$ cat src/rtl/adc_capture_pkg.sv
// Shared types and width helpers for the ADC lane capture block.
package adc_capture_pkg;

  localparam int unsigned AXIS_DW = 32;
  localparam int unsigned LANE_DW = AXIS_DW / 2;

  typedef enum logic [2:0] {
    ST_IDLE    = 3'd0,
    ST_CONVERT = 3'd1,
    ST_SETUP   = 3'd2,
    ST_SHIFT   = 3'd3,
    ST_EMIT    = 3'd4
  } state_e;

  // One AXIS beat: odd lane in the upper half, even lane in the lower half.
  typedef struct packed {
    logic [LANE_DW-1:0] hi;
    logic [LANE_DW-1:0] lo;
  } axis_word_t;

  // Bits needed for a counter that runs 0..n-1 (never less than one bit).
  function automatic int unsigned cnt_w(input int unsigned n);
    return (n <= 1) ? 1 : $clog2(n);
  endfunction

endpackage

$ cat src/rtl/adc_spi_sclk_gen.sv
// ADC serial clock divider: CLK_DIV cycles low then CLK_DIV cycles high per bit,
// SAMPLE_BITS bits per burst, with capture/done strobes for the parent FSM.
module adc_spi_sclk_gen
  import adc_capture_pkg::*;
#(
  parameter int unsigned CLK_DIV     = 2,
  parameter int unsigned SAMPLE_BITS = 16
) (
  input  logic i_clk,
  input  logic i_rst_n,
  input  logic i_start,
  output logic o_sclk,
  output logic o_capture_c,
  output logic o_done_c
);

  localparam int unsigned DIV_W = cnt_w(CLK_DIV);
  localparam int unsigned BIT_W = cnt_w(SAMPLE_BITS);
  localparam logic [DIV_W-1:0] DIV_LAST = DIV_W'(CLK_DIV - 1);
  localparam logic [BIT_W-1:0] BIT_LAST = BIT_W'(SAMPLE_BITS - 1);

  logic             r_active;
  logic             r_sclk;
  logic [DIV_W-1:0] r_div_cnt;
  logic [BIT_W-1:0] r_bit_cnt;
  logic             w_phase_end;

  assign w_phase_end = r_active && (r_div_cnt == DIV_LAST);
  // High in the cycle whose closing edge drives sclk 0->1.
  assign o_capture_c = w_phase_end && !r_sclk;
  // High in the cycle whose closing edge ends the last high phase.
  assign o_done_c    = w_phase_end && r_sclk && (r_bit_cnt == BIT_LAST);
  assign o_sclk      = r_sclk;

  // Phase/bit counters and the divided clock itself.
  always_ff @(posedge i_clk or negedge i_rst_n) begin
    if (!i_rst_n) begin
      r_active  <= 1'b0;
      r_sclk    <= 1'b0;
      r_div_cnt <= '0;
      r_bit_cnt <= '0;
    end else if (i_start) begin
      r_active  <= 1'b1;
      r_sclk    <= 1'b0;
      r_div_cnt <= '0;
      r_bit_cnt <= '0;
    end else if (r_active) begin
      if (w_phase_end) begin
        r_div_cnt <= '0;
        r_sclk    <= !r_sclk;
        if (r_sclk) begin
          if (r_bit_cnt == BIT_LAST) begin
            r_active <= 1'b0;
          end else begin
            r_bit_cnt <= r_bit_cnt + 1'b1;
          end
        end
      end else begin
        r_div_cnt <= r_div_cnt + 1'b1;
      end
    end
  end

endmodule

$ cat src/rtl/adc_lane_capture.sv
// Multi-lane ADC readout: convert pulse, parallel SPI shift-in, then AXIS emit
// of lane pairs packed into 32-bit words with per-frame tlast.
module adc_lane_capture
  import adc_capture_pkg::*;
#(
  parameter int unsigned N_LANES     = 8,
  parameter int unsigned SAMPLE_BITS = 16,
  parameter int unsigned CLK_DIV     = 2,
  parameter int unsigned CNV_CYCLES  = 40,
  parameter int unsigned FRAME_LEN   = 64
) (
  input  logic                 m00_axis_aclk,
  input  logic                 m00_axis_aresetn,
  input  logic                 enable,
  input  logic                 sample,
  input  logic [N_LANES-1:0]   ADC_SPI,
  output logic                 ADC_cnv,
  output logic                 ADC_cs_n,
  output logic                 ADC_SPI_clk,
  output logic                 m00_axis_tvalid,
  output logic [AXIS_DW-1:0]   m00_axis_tdata,
  output logic [3:0]           m00_axis_tstrb,
  output logic                 m00_axis_tlast,
  input  logic                 m00_axis_tready,
  output logic                 overrun,
  input  logic                 overrun_clr
);

  localparam int unsigned N_WORDS = N_LANES / 2;
  localparam int unsigned CNV_W   = cnt_w(CNV_CYCLES);
  localparam int unsigned FRM_W   = cnt_w(FRAME_LEN);
  localparam int unsigned IDX_W   = cnt_w(N_WORDS);
  localparam logic [CNV_W-1:0] CNV_LAST = CNV_W'(CNV_CYCLES - 1);
  localparam logic [FRM_W-1:0] FRM_LAST = FRM_W'(FRAME_LEN - 1);
  localparam logic [IDX_W-1:0] IDX_LAST = IDX_W'(N_WORDS - 1);

  state_e           r_state, w_state_next;
  logic [CNV_W-1:0] r_cnv_cnt, w_cnv_cnt_next;
  logic [IDX_W-1:0] r_word_idx, w_word_idx_next;
  logic [FRM_W-1:0] r_frame_cnt, w_frame_cnt_next;
  logic             r_cnv, w_cnv_next;
  logic             r_cs_n, w_cs_n_next;
  logic             r_tvalid, w_tvalid_next;
  logic             r_tlast, w_tlast_next;
  logic [3:0]       r_tstrb, w_tstrb_next;
  axis_word_t       r_tdata, w_tdata_next;
  logic             r_overrun, w_overrun_next;

  logic             w_load;
  logic [IDX_W-1:0] w_load_idx;

  logic [SAMPLE_BITS-1:0] r_lane [N_LANES];
  axis_word_t             w_words [N_WORDS];

  logic w_sclk;
  logic w_sclk_start_c;
  logic w_capture_c;
  logic w_done_c;

  assign w_sclk_start_c = (r_state == ST_SETUP);

  adc_spi_sclk_gen #(
    .CLK_DIV     (CLK_DIV),
    .SAMPLE_BITS (SAMPLE_BITS)
  ) u_sclk_gen (
    .i_clk       (m00_axis_aclk),
    .i_rst_n     (m00_axis_aresetn),
    .i_start     (w_sclk_start_c),
    .o_sclk      (w_sclk),
    .o_capture_c (w_capture_c),
    .o_done_c    (w_done_c)
  );

  assign ADC_cnv         = r_cnv;
  assign ADC_cs_n        = r_cs_n;
  assign ADC_SPI_clk     = w_sclk;
  assign m00_axis_tvalid = r_tvalid;
  assign m00_axis_tdata  = r_tdata;
  assign m00_axis_tstrb  = r_tstrb;
  assign m00_axis_tlast  = r_tlast;
  assign overrun         = r_overrun;

  // Shift each lane MSB first on the edge that raises the serial clock.
  always_ff @(posedge m00_axis_aclk or negedge m00_axis_aresetn) begin
    if (!m00_axis_aresetn) begin
      for (int i = 0; i < N_LANES; i++) r_lane[i] <= '0;
    end else if ((r_state == ST_SHIFT) && w_capture_c) begin
      for (int i = 0; i < N_LANES; i++) begin
        r_lane[i] <= SAMPLE_BITS'({r_lane[i], ADC_SPI[i]});
      end
    end
  end

  // Pair lanes into stream words, zero-extending each lane to 16 bits.
  always_comb begin
    for (int k = 0; k < N_WORDS; k++) begin
      w_words[k].lo = LANE_DW'(r_lane[2*k]);
      w_words[k].hi = LANE_DW'(r_lane[2*k+1]);
    end
  end

  // FSM state register.
  always_ff @(posedge m00_axis_aclk or negedge m00_axis_aresetn) begin
    if (!m00_axis_aresetn) r_state <= ST_IDLE;
    else                   r_state <= w_state_next;
  end

  // Next-state and next-value logic for every registered output and counter.
  always_comb begin
    w_state_next     = r_state;
    w_cnv_cnt_next   = r_cnv_cnt;
    w_word_idx_next  = r_word_idx;
    w_frame_cnt_next = r_frame_cnt;
    w_cnv_next       = r_cnv;
    w_cs_n_next      = r_cs_n;
    w_tvalid_next    = r_tvalid;
    w_tlast_next     = r_tlast;
    w_tdata_next     = r_tdata;
    w_overrun_next   = r_overrun;
    w_load           = 1'b0;
    w_load_idx       = r_word_idx;

    // Strobes outside IDLE are dropped and flagged; a fresh drop beats a clear.
    if (sample && (r_state != ST_IDLE)) w_overrun_next = 1'b1;
    else if (overrun_clr)               w_overrun_next = 1'b0;

    case (r_state)
      ST_IDLE: begin
        if (sample && enable) begin
          w_state_next   = ST_CONVERT;
          w_cnv_next     = 1'b1;
          w_cnv_cnt_next = '0;
        end
      end
      ST_CONVERT: begin
        if (r_cnv_cnt == CNV_LAST) begin
          w_state_next = ST_SETUP;
          w_cnv_next   = 1'b0;
          w_cs_n_next  = 1'b0;
        end else begin
          w_cnv_cnt_next = r_cnv_cnt + 1'b1;
        end
      end
      ST_SETUP: begin
        w_state_next = ST_SHIFT;
      end
      ST_SHIFT: begin
        if (w_done_c) begin
          w_state_next    = ST_EMIT;
          w_cs_n_next     = 1'b1;
          w_word_idx_next = '0;
        end
      end
      ST_EMIT: begin
        if (!r_tvalid) begin
          w_tvalid_next = 1'b1;
          w_load        = 1'b1;
          w_load_idx    = '0;
        end else if (m00_axis_tready) begin
          if (r_word_idx == IDX_LAST) begin
            w_state_next  = ST_IDLE;
            w_tvalid_next = 1'b0;
            w_tlast_next  = 1'b0;
            w_tdata_next  = '0;
            w_frame_cnt_next = (r_frame_cnt == FRM_LAST) ? '0 : r_frame_cnt + 1'b1;
          end else begin
            w_word_idx_next = r_word_idx + 1'b1;
            w_load          = 1'b1;
            w_load_idx      = r_word_idx + 1'b1;
          end
        end
      end
      default: begin
        w_state_next = ST_IDLE;
      end
    endcase

    if (w_load) begin
      w_tdata_next = w_words[w_load_idx];
      w_tlast_next = (w_load_idx == IDX_LAST) && (r_frame_cnt == FRM_LAST);
    end

    w_tstrb_next = w_tvalid_next ? 4'hF : 4'h0;
  end

  // Datapath and output registers.
  always_ff @(posedge m00_axis_aclk or negedge m00_axis_aresetn) begin
    if (!m00_axis_aresetn) begin
      r_cnv_cnt   <= '0;
      r_word_idx  <= '0;
      r_frame_cnt <= '0;
      r_cnv       <= 1'b0;
      r_cs_n      <= 1'b1;
      r_tvalid    <= 1'b0;
      r_tlast     <= 1'b0;
      r_tstrb     <= 4'h0;
      r_tdata     <= '0;
      r_overrun   <= 1'b0;
    end else begin
      r_cnv_cnt   <= w_cnv_cnt_next;
      r_word_idx  <= w_word_idx_next;
      r_frame_cnt <= w_frame_cnt_next;
      r_cnv       <= w_cnv_next;
      r_cs_n      <= w_cs_n_next;
      r_tvalid    <= w_tvalid_next;
      r_tlast     <= w_tlast_next;
      r_tstrb     <= w_tstrb_next;
      r_tdata     <= w_tdata_next;
      r_overrun   <= w_overrun_next;
    end
  end

endmodule

$ cat config.mk
export PLATFORM = sky130hd
export DESIGN_NAME = adc_lane_capture
export DESIGN_NICKNAME = d
export VERILOG_FILES = /design/src/rtl/adc_capture_pkg.sv /design/src/rtl/adc_spi_sclk_gen.sv /design/src/rtl/adc_lane_capture.sv
export SDC_FILE = /design/constraint.sdc
export NUM_CORES = 1
export LEC_CHECK = 0
export BUFFER_PORTS_ARGS = -buffer_cell sky130_fd_sc_hd__buf_4
export CORE_MARGIN = 2
export CORE_UTILIZATION = 60
export DETAILED_ROUTE_END_ITERATION = 12
export HOLD_SLACK_MARGIN = 0.06
export PLACE_DENSITY = 0.76
export RECOVER_POWER = 100
export REMOVE_ABC_BUFFERS = 1
export SYNTH_ARGS = -nofsm -noshare
export SYNTH_HDL_FRONTEND = slang
export SYNTH_SLANG_ARGS = --single-unit
$ cat constraint.sdc
create_clock -name m00_axis_aclk -period 4 [get_ports m00_axis_aclk]
set_clock_uncertainty 0.05 [all_clocks]
set_input_delay 0.4 -clock m00_axis_aclk [delete_from_list [all_inputs] [get_ports m00_axis_aclk]]
set_output_delay 0.4 -clock m00_axis_aclk [all_outputs]
set_load 0.01 [all_outputs]
After elaboration in Yosys (flattened, before gate mapping). Cells that the tools add are included.

Div/mod/pow operators: 0. Equality and inequality tests: 17. Magnitude comparators: 1. Add/sub/neg operators: 5. Shifts and indexed selects: 0. Reduce and logical (&&, ||, !) cells: 31. Multipliers: 0. Bitwise logic cells: 1. Mux-type cells: 62.

Operators with widths (number): 2-to-1 mux 32 bit (7); binary-select mux 32 bit (select 2 bit) (1); 2-to-1 mux 1 bit (28); 2-to-1 mux 4 bit (6); nonzero test 2 bit (11); 2-to-1 mux 3 bit (6); 2-to-1 mux 6 bit (3); one-hot mux 3 bit (5 select lines) (1); adder 6 x 1 -> 6 bit, second input constant (2); equality test 6 bit, second input constant (2); 2-to-1 mux 2 bit (6); inequality test 2 bit, second input constant (6); one-hot mux 6 bit (2 select lines) (1); AND reduction 3 bit (4); AND reduction 4 bit (3); logical AND 1 bit (8); equality test 3 x 2 -> 1 bit, second input constant (2); AND reduction 6 bit (1); adder 4 x 1 -> 4 bit, second input constant (1); equality test 2 bit, second input constant (2); equality test 4 bit, second input constant (1); inequality test 2 x 1 -> 1 bit, second input constant (2); one-hot mux 1 bit (2 select lines) (2); one-hot mux 2 bit (2 select lines) (1); other kinds (10) (10).

Memories kept: 0. Logic and storage cells: 141. Latch bits: 0. ROM bits: 0. Output and inout bits: 42. Register bits after elaboration: 193. Memory bits (writable): 0.

Depth between registers and ports, before layout. Gate-level depths: netlist (run 1).

Depth after elaboration: 10. Gate-level depth with buffers: 8. Gate-level depth less buffers: 6.

Hierarchy. Synthesis (run 1) repeated with hierarchy kept, for this count alone.

Cell total of the unflattened synthesis: 804. Area, all modules: 9256.4 um^2.

Modules (own cells, without submodules): adc_lane_capture (sequential area each 4555.6 um^2, area an instance 8919.8 um^2, cells each 771, times used 1); adc_spi_sclk_gen (sequential area each 175.2 um^2, area an instance 336.6 um^2, cells each 33, times used 1).

Worst setup path after synthesis (run 1). Ideal clock, no wire load.

Path kind: reg-to-reg. Start: reg r_state[2]. End: reg r_lane[112] (netlist name). Arrival: 1.707 ns. Cell stages (with the launch flop): 7. Path slack: 2.118 ns. Data required time: 3.825 ns. Cells stage by stage: dfrtp_1 buf_2 nand3b_1 nor3_1 buf_2 buf_2 mux2_2.

Longest elaborated chain between the ends: 2.

RTL lines: start, declared (RTL line adc_lane_capture.sv:37) `state_e r_state, w_state_next;`; start signal, assigned (RTL line adc_lane_capture.sv:105) `else r_state <= w_state_next;`; equality test 3 x 2 -> 1 bit (RTL line adc_lane_capture.sv:87) `end else if ((r_state == ST_SHIFT) && w_capture_c) begin`; logical AND 1 bit (RTL line adc_lane_capture.sv:87); end signal, assigned by index (RTL line adc_lane_capture.sv:89) `r_lane[i] <= SAMPLE_BITS'({r_lane[i], ADC_SPI[i]});`; end, declared (RTL line adc_lane_capture.sv:52) `logic [SAMPLE_BITS-1:0] r_lane [N_LANES];`.

No other way between the ends. A chain may end at the register's enable or synchronous reset.

Final worst setup path (run 1).
Start: reg r_state[0]. End: reg r_tdata (netlist bit m00_axis_tdata[12]).

Longest elaborated chain between the ends: 7.

RTL lines: equality test 3 bit (*) (RTL line adc_lane_capture.sv:127) `case (r_state)`; 2-to-1 mux 2 bit (RTL line adc_lane_capture.sv:127); NOT 2 -> 3 bit (implied by the code) (RTL line adc_lane_capture.sv:179) `w_tdata_next = w_words[w_load_idx];`; binary-select mux 32 bit (select 2 bit) (RTL line adc_lane_capture.sv:179); 2-to-1 mux 32 bit (implied by the code) (2 in series) (RTL line adc_lane_capture.sv:179); 2-to-1 mux 32 bit (RTL line adc_lane_capture.sv:178) `if (w_load) begin`; end signal, assigned (RTL line adc_lane_capture.sv:208) `r_tdata <= w_tdata_next;`; end, declared (RTL line adc_lane_capture.sv:46) `axis_word_t r_tdata, w_tdata_next;`.

Every way passes the cells marked *; elsewhere a longest branch is shown, timed or not. The select of a mux whose other input is x is not followed.

==> results.md, run 1 <==
- After synthesis, the most frequently instantiated cells are 188 x dfrtp_1, 127 x mux2_2, 96 x nor2_1.
- The critical hold path startpoint is overrun_clr.
- The overall routed net length is about 21000 um.
- The weighted congestion at the end of routability-driven global placement is 0.790.
- Entering global routing, the biggest net connects 130 pins.
- Using the TritonRoute via totals, the vias-per-cell ratio works out to around 6.4.
- The checks that failed: max-capacitance violations, max-slew violations.
- The number of global-route vias before repair is roughly 6600.
- In this run the critical register-to-register path is captured at m00_axis_tdata[12]$_DFFE_PN0P_.
- The first routing iteration left 603 violations.
- The part of the cycle the worst path needs is 77.6%.
- The worst setup timing slack at the placement stage is 1410 ps.
- The most instantiated library cell after synthesis is dfrtp_1.
- The total of cells resized after clock tree synthesis is 0.
- The die covers 16100 um2.
- The die span in x is 127 um.
- The worst register-to-register path begins at r_state[0]$_DFFE_PN0P_.
- The post-synthesis cell type count is 57.
- Synthesis inferred 189 register bits.
- The half-perimeter wire length after detailed placement is about 12000 um.
- The type of element launching the critical path is a flip-flop.
- After filler insertion, the fill cell instance count of the layout stands at 1139.
- In the final layout, the share of cells above drive strength 1 is a little under a quarter.
- After detailed routing, the number of remaining DRC violations is 0.
- The final critical path time including I/O delays and setup is 3100 ps.
- The main flop type after synthesis is dfrtp_1.
- Timing would allow up to 322 MHz.
- Sorting the synthesized cells by area gives the leading types as dfrtp_1 52%, mux2_2 16%, nor2_1 4.0%, a22oi_1 3.9%, a21oi_1 3.1%.
- The TritonCTS clock tree is done.
- Setup violations remaining at the end of the flow were counted as 0.
- The fraction of the core area covered by cells at the end of the flow is 67.9%.
- The worst relative slew slack is -43.2%.
- For this run, the number of standard cells in the final layout without fillers is 1064.
- The number of placement rows is 44.
- The first detailed-routing pass took 5 iterations.
- The number of antenna violations at the first check in global routing is 0.
- The final routed wire length divided by cell count is ~20 um.
- The final standard cell area without fillers is 9940 um2.
- The area of all sequential standard cells is 4730 um2.
- The final-report hold violation count is 0.
- The maximum buffer depth of the clock tree is 2.
- The floorplan step set the die height to 127 um.
- After detailed placement, the total cell area comes to 9560 um2.
- Along the worst path, the maximum fanout reaches 35.
- For this design the static power due to leakage is 4.51 nW.
- In the final design database the tool counted about 880 nets.
- Setup repair after global routing left no endpoint under its margin.
- The power per unit of standard cell area is 430 nW/um2.
- The average instance in the mapped netlist occupies 10.8 um2.
- The kind of end point of the critical path is a flip-flop.
- In this run the worst hold path is classified as in2reg.
- VDD sags by at most 0.338 mV.
- The sequential-to-total area share from yosys stat is 52.2%.
- The count of placed standard cells including taps is slightly above 1000.
- Summed over all layers, the global routing overflow is 0.
- In this run the remaining antenna-violating nets after routing total 0.
- The worst setup margin is about 900 ps.
- The Yosys warning count is 0.
- The antenna diode instance count is 0.
- The cell count after synthesis came out at 841.
- The required time of the worst setup path is between 4000 and 5000 ps.
- The number of clock sinks seen by CTS is 189.
- The core box area is 14600 um2.
- Data on the critical path arrives at its endpoint at 3360 ps.
- The master cell of the clock root buffer is clkbuf_16.
- The cell depth of the worst min-delay path is 2.
- The biggest area contributor in the post-synthesis netlist is dfrtp_1.
- The clock-pin slew on the worst setup and hold paths is 70 ps.
- The critical path in this run is classified as reg2reg.
- The count of maximum capacitance violations is 2.
- The run finished, with violations left.
- The count of boundary I/O pins is 56.
- Global routing consumed, over all layers together, around a quarter of the routing resources.
- The area of the mapped netlist is 9070 um2.
- The number of clock buffers added by TritonCTS is 17.
- The depth of the most critical reg-to-reg path is 6.
- The count of buffers added on input and output ports is 55.
- The H-tree depth is 4.
- The count of vias placed by the detailed router is 6762.
- The first global-routing pass estimated approximately 34000 um of wire.
- Yosys mapped a number of flops with a built-in enable equal to 0.
- After synthesis, the share of flip-flops with an asynchronous set or reset is 100%.
- For hold timing, the worst endpoint is overrun$_DFFE_PN0P_.
- At the pin with the least slew margin, the transition time is 2150 ps.
- In the final layout, the multi-input gates occupy 3990 um2.
- The area added between synthesis and finish is 9.57%.
- In this run the register-to-register setup slack is 900 ps.
- The count of final max-slew check failures came to between 200 and 250.
- The portion of synthesized cell area occupied by the leading cell type is 51.9%.
- The insertion delay to the later sink of the worst-skew pair is 430 ps.
- For this configuration, the core starts out at a cell density of 61.9%.
- Power comes to roughly 4.3 mW.
==> flip-flops by register name, summed over array words and instances, names as in the netlist <==
register              flops
u_sclk_gen.o_sclk         1
ADC_cs_n                  1
m00_axis_tstrb            1
r_frame_cnt               6
u_sclk_gen.r_bit_cnt      4
m00_axis_tlast            1
u_sclk_gen.r_active       1
u_sclk_gen.r_div_cnt      1
r_lane                  128
m00_axis_tdata           32
r_word_idx                2
r_state                   3
ADC_cnv                   1
r_cnv_cnt                 6
overrun                   1
==> per-layer routing <==
| metal | vias up | GRT usage [%] | wire length, um |
|---|---|---|---|
| met4 | 0 | 8.86 | 419 |
| li1 | 3104 | - | - |
| met1 | 3367 | 37.0 | 9080 |
| met5 | - | 0 | 0 |
| met2 | 252 | 43.0 | 10100 |
| met3 | 39 | 5.10 | 1160 |
==> cell families (layout without fill, tap and decap cells) <==
| logic type | count (synthesis) | in the layout | synth area share (%) |
|---|---|---|---|
| compound gates | 215 | 215 | 15.3 |
| xor+xnor | 8 | 8 | 0.772 |
| fa+ha+maj | 3 | 3 | 0.414 |
| buf+inv | 68 | 107 | 3.53 |
| flops | 189 | 189 | 52.2 |
| mux | 129 | 129 | 16.0 |
| simple gates | 229 | 229 | 11.9 |
==> worst max path at each step <==
| stage | cells past startpoint | slack, ps | end | startpoint |
|---|---|---|---|---|
| 2_1_floorplan | 3 | -6580 | r_lane[0]$_DFFE_PN0P_ | r_state[0]$_DFFE_PN0P_ |
| 3_3_place_gp | 5 | 1460 | r_frame_cnt[4]$_DFFE_PN0P_ | m00_axis_tstrb[2]$_DFFE_PN0N_ |
| 3_5_place_dp | 6 | 1410 | m00_axis_tdata[26]$_DFFE_PN0P_ | r_state[0]$_DFFE_PN0P_ |
| 4_1_cts | 5 | 1380 | r_frame_cnt[4]$_DFFE_PN0P_ | m00_axis_tstrb[2]$_DFFE_PN0N_ |
| 5_1_grt | 6 | 730 | m00_axis_tdata[17]$_DFFE_PN0P_ | r_state[2]$_DFFE_PN0P_ |
| 6_report | 6 | 900 | m00_axis_tdata[12]$_DFFE_PN0P_ | r_state[0]$_DFFE_PN0P_ |
==> area by class of cell <==
class / instances / share of cell area [%]
clock buffers: 19 / 4.46
clock inverters: 13 / 1.55
inverters: 6 / 0.227
multi-input cells: 584 / 40.2
flip-flops and latches: 189 / 47.6
well taps: 184 / 2.32
repair buffers: 69 / 3.69
==> critical path, cell delays in order, from the launching register on <==
cell and delay, ps:
dfrtp_1 560, nor3b_1 270, clkbuf_2 700, nand2_1 790, nor2_1 260, a2bb2oi_1 280
o21ai_2 70
==> timing repair <==
action / 4_1_cts / 5_1_grt
buffers inserted: 0 / 0
endpoints found under the hold margin: 84 / 0
hold buffers: 1 / 0
setup endpoints to repair: 0 / 0
==> report_power, final <==
group	switching, mW	internal [mW]	total [mW]
combinational	0.213	0.193	0.405
sequential	0.133	2.02	2.15
clock	0.764	0.953	1.72
==> placed cells by master, fill, tap and decap left out, types with 3 or more instances in the layout <==
master,Yosys,layout
a21o_1,3,3
a21oi_1,56,55
a22oi_1,47,47
a2bb2oi_1,16,16
buf_4,5,21
clkbuf_1,23,44
clkbuf_16,0,17
clkinvlp_4,0,3
dfrtp_1,188,188
ha_1,3,3
inv_1,4,4
inv_6,0,3
mux2_2,127,127
nand2_1,40,40
nand3_1,7,7
nand3b_1,4,4
nand4_1,6,6
nor2_1,96,96
nor3_1,52,52
nor3b_1,2,3
o211ai_1,17,17
o21ai_0,49,58
o21ai_2,10,6
or3_1,3,4
xnor2_1,5,5
xor2_1,3,3
==> through the flow <==
step | TNS (ps) | hold WS (ps)
final | 0 | 116
after global routing | 0 | 128
after CTS | 0 | 111
after detailed placement | 0 | 422
after global placement | 0 | 415
after floorplan | -841720 | 54.4
Note: power is estimated with default switching activity, not from simulation.
==> run 2, diff against run 1 <==
Settings changed: CORE_UTILIZATION 60 to 55, PLACE_DENSITY 0.76 to 0.73.
Clock period 4 ns to 2.7 ns, I/O delays scaled along.
==> results.md, run 2 (synthesis gave the netlist of run 1 again) <==
- The flow ran to the end, but the final reports show violations.
- The final reports fail on max-capacitance violations, max-slew violations.
- The transition at the pin with the smallest max-transition slack is 1860 ps (-287 ps).
- The delay of the slowest cell on the worst path is 920 ps (+130 ps).
- The core box area is 16000 um2 (+9.3%).
- The final routed wire length divided by cell count was 19.7 um (+0.72%).
- The classification of the worst setup path is reg2reg.
- The residual DRC count is 0 (unchanged).
- The final-report hold violation count is 0 (unchanged).
- The final critical path time including I/O delays and setup is 2520 ps (-580 ps).
- The count of maximum capacitance violations came to 1 (-1).
- The maximum achievable frequency is 396 MHz (+23%).
- The starting density of the core was 56.7% (-5.3 points).
- The total of cells resized after clock tree synthesis is 0 (unchanged).
- The count of buffers from port buffering is 55 (unchanged).
- The count of boundary I/O pins is 56 (unchanged).
- The remaining number of nets flagged by the antenna check after routing is 0 (unchanged).
- The average vias per placed instance was 6.27 (-1.3%).
- The final-report setup violation count is 0 (unchanged).
- The largest fanout on the critical path is 19 (-46%).
- The number of flip-flops in the largest register is 128 (unchanged).
- The weighted congestion at the end of routability-driven global placement was 0.837 (+5.9%).
- The total chip power is 6.37 mW (+49%).
- The combined global-route utilization of all metal layers is 26.1% (-0.67 points).
- The share of final-layout standard cells stronger than drive strength 1 was 24.0% (+1.4 points).
- The part of the cycle the worst path needs is 93.4% (+16 points).
- The TritonCTS clock tree is done.
- The aggregate global routing overflow came to 0 (unchanged).
- The count of non-filler cells in the finished layout is 1123 (+5.5%).
- The number of global-route vias before repair is 7006 (+6.1%).
- The data arrival time of the critical path was 2790 ps (-570 ps).
- The leakage component of the power is 4.62 nW (+2.5%).
- Leaving out fill and tap cells, the most frequent cells in the layout are 187 x dfrtp_1, 127 x mux2_2, 96 x nor2_1, 56 x a21oi_1, 55 x o21ai_0.
- The area growth from synthesis to layout is 12.6%.
- Grouping stages by cell kind, the critical path spends the most delay in simple AND/OR/NAND/NOR gates.
- The number of optimization iterations in the first detailed-route pass is 6 (+1).
- The fraction of the core area covered by cells at the end of the flow is 63.8% (-4.0 points).
- The worst relative slew slack came to -24.0% (+19 points).
- The layout net count came to 911 (+3.1%).
- The number of buffers inserted for hold repair after clock tree synthesis is 11 (+10).
- The setup TNS is 0 ps (unchanged).
- Walking the worst path, the cells encountered are nand4bb_1 -> buf_4 -> nor2_1 -> nor3_1 -> o211ai_1 -> a21oi_1.
- The antenna diode instance count is 0 (unchanged).
- STA classifies the critical path startpoint as a flip-flop.
- The number of inserted filler cells in the final layout came to 1329 (+17%).
- The number of clock sinks seen by CTS came to 189 (unchanged).
- The largest net degree at the start of global routing is 73 (-44%).
- The die span in x was 132 um (+4.3%).
- The routed length on met2 is 10900 um (+7.2%).
- The worst setup timing slack at the placement stage is 181 ps (-1230 ps).
- Setup repair after global routing left no endpoint under its margin.
- The half-perimeter wire length after detailed placement came to 13900 um (+12%).
- The required time of the worst setup path was 2970 ps (-1290 ps).
- The kind of end point of the critical path is a flip-flop.
- The maximum buffer depth of the clock tree is 2 (unchanged).
- The path class of the lowest-slack min-delay path is in2reg.
- The register with the highest flop count is r_lane.
- The H-tree depth is 4 (unchanged).
- The count of placed standard cells including taps was 1080 (+4.8%).
- The count of vias placed by the detailed router is 7041 (+4.1%).
- The setup fix buffers added after clock tree synthesis is 0 (unchanged).
- The most frequent standard cell in the layout excluding fill and tap cells is dfrtp_1.
- The highest metal layer carrying signal wires in the routed design is met4.
- The clock-pin slew on the worst setup and hold paths is 70 ps (about the same).
- The count of final max-slew check failures is 73 (-66%).
- The number of placement rows came to 46 (+4.5%).
- The slowest stage of the critical path is the nor2_1 cell.
- The combined buffer and inverter count along the critical path is 1 (unchanged).
- The insertion delay to the later sink of the worst-skew pair is 440 ps (about the same).
- The master cell of the clock root buffer is clkbuf_16.
- The die span in y came to 132 um (+4.3%).
- The die area was 17500 um2 (+8.8%).
- The met1 layer wirelength in the final routing came to 9430 um (+3.9%).
- The number of DRC markers after the initial detailed-route iteration is 690 (+14%).
- The number of antenna violations at the first check in global routing is 0 (unchanged).
- The first-pass GRT wire length is 36500 um (+6.9%).
- The CTS buffer count is 17 (unchanged).
- The overall routed net length is 22100 um (+6.3%).
- The worst setup margin is 177 ps (-720 ps).
- The power per unit of standard cell area is 623 nW/um2 (+45%).
- The routed wire length on met3 is 1310 um (+13%).
- The largest vdd supply drop is 0.442 mV (+31%).
==> run 2: changes by cell type in the layout (fill, tap and decap cells not counted), sizes merged <==
cell	before	now
buf	22	38
dlygate4sd3	1	11
clkinvlp	3	6
clkinv	4	3
inv	10	9
==> run 2: tightest hold or removal path, delay by kind of cell <==
kind / cells / cell delay, ps
AO/OA/AOI/OAI: 1 / 90
AND/OR/NAND/NOR: 1 / 100
buffers and inverters: 1 / 110
==> run 2: power breakdown <==
| part | leakage, nW | switching [mW] | internal (mW) |
|---|---|---|---|
| registers | 2.59 | 0.169 | 3.00 |
| logic | 1.75 | 0.357 | 0.309 |
| clock network | 0.274 | 1.13 | 1.40 |
| total | 4.62 | 1.66 | 4.71 |
==> run 2: layer usage <==
| layer | GRT usage (%) | vias to the layer above |
|---|---|---|
| met4 | 9.44 | 0 |
| met3 | 5.29 | 44 |
| met5 | 0 | - |
| met2 | 42.5 | 252 |
| met1 | 34.9 | 3588 |
| li1 | - | 3157 |
==> run 2: layout make-up <==
class	count	area (um2)	share of cell area, %
Tap cell	216	270	2.65
Timing Repair Buffer	96	602	5.89
Clock inverter	14	160	1.57
Multi-Input combinational cell	584	3990	39.0
Sequential cell	189	4730	46.3
Clock buffer	18	439	4.30
Inverter	6	22.5	0.220
==> run 2: per-stage QoR <==
stage	hold WS, ps	instance area, um2
2_1_floorplan	-75.6	8770
3_3_place_gp	272	9740
3_5_place_dp	282	9740
4_1_cts	124	10400
5_1_grt	151	10200
6_report	141	10200
==> run 2: worst paths after layout <==
| kind | start | end | slack (ps) | cells past startpoint |
|---|---|---|---|---|
| min in group asynchronous | m00_axis_aresetn | r_frame_cnt[0]$_DFFE_PN0P_ | 800 | 2 |
| max in group asynchronous | m00_axis_aresetn | r_lane[100]$_DFFE_PN0P_ | 480 | 3 |
| min | enable | r_state[0]$_DFFE_PN0P_ | 140 | 3 |
| max reg2reg | r_state[2]$_DFFE_PN0P_ | m00_axis_tdata[3]$_DFFE_PN0P_ | 180 | 6 |
| max | r_state[2]$_DFFE_PN0P_ | m00_axis_tdata[3]$_DFFE_PN0P_ | 180 | 6 |
| min reg2reg | m00_axis_tdata[28]$_DFFE_PN0P_ | m00_axis_tdata[28]$_DFFE_PN0P_ | 440 | 2 |
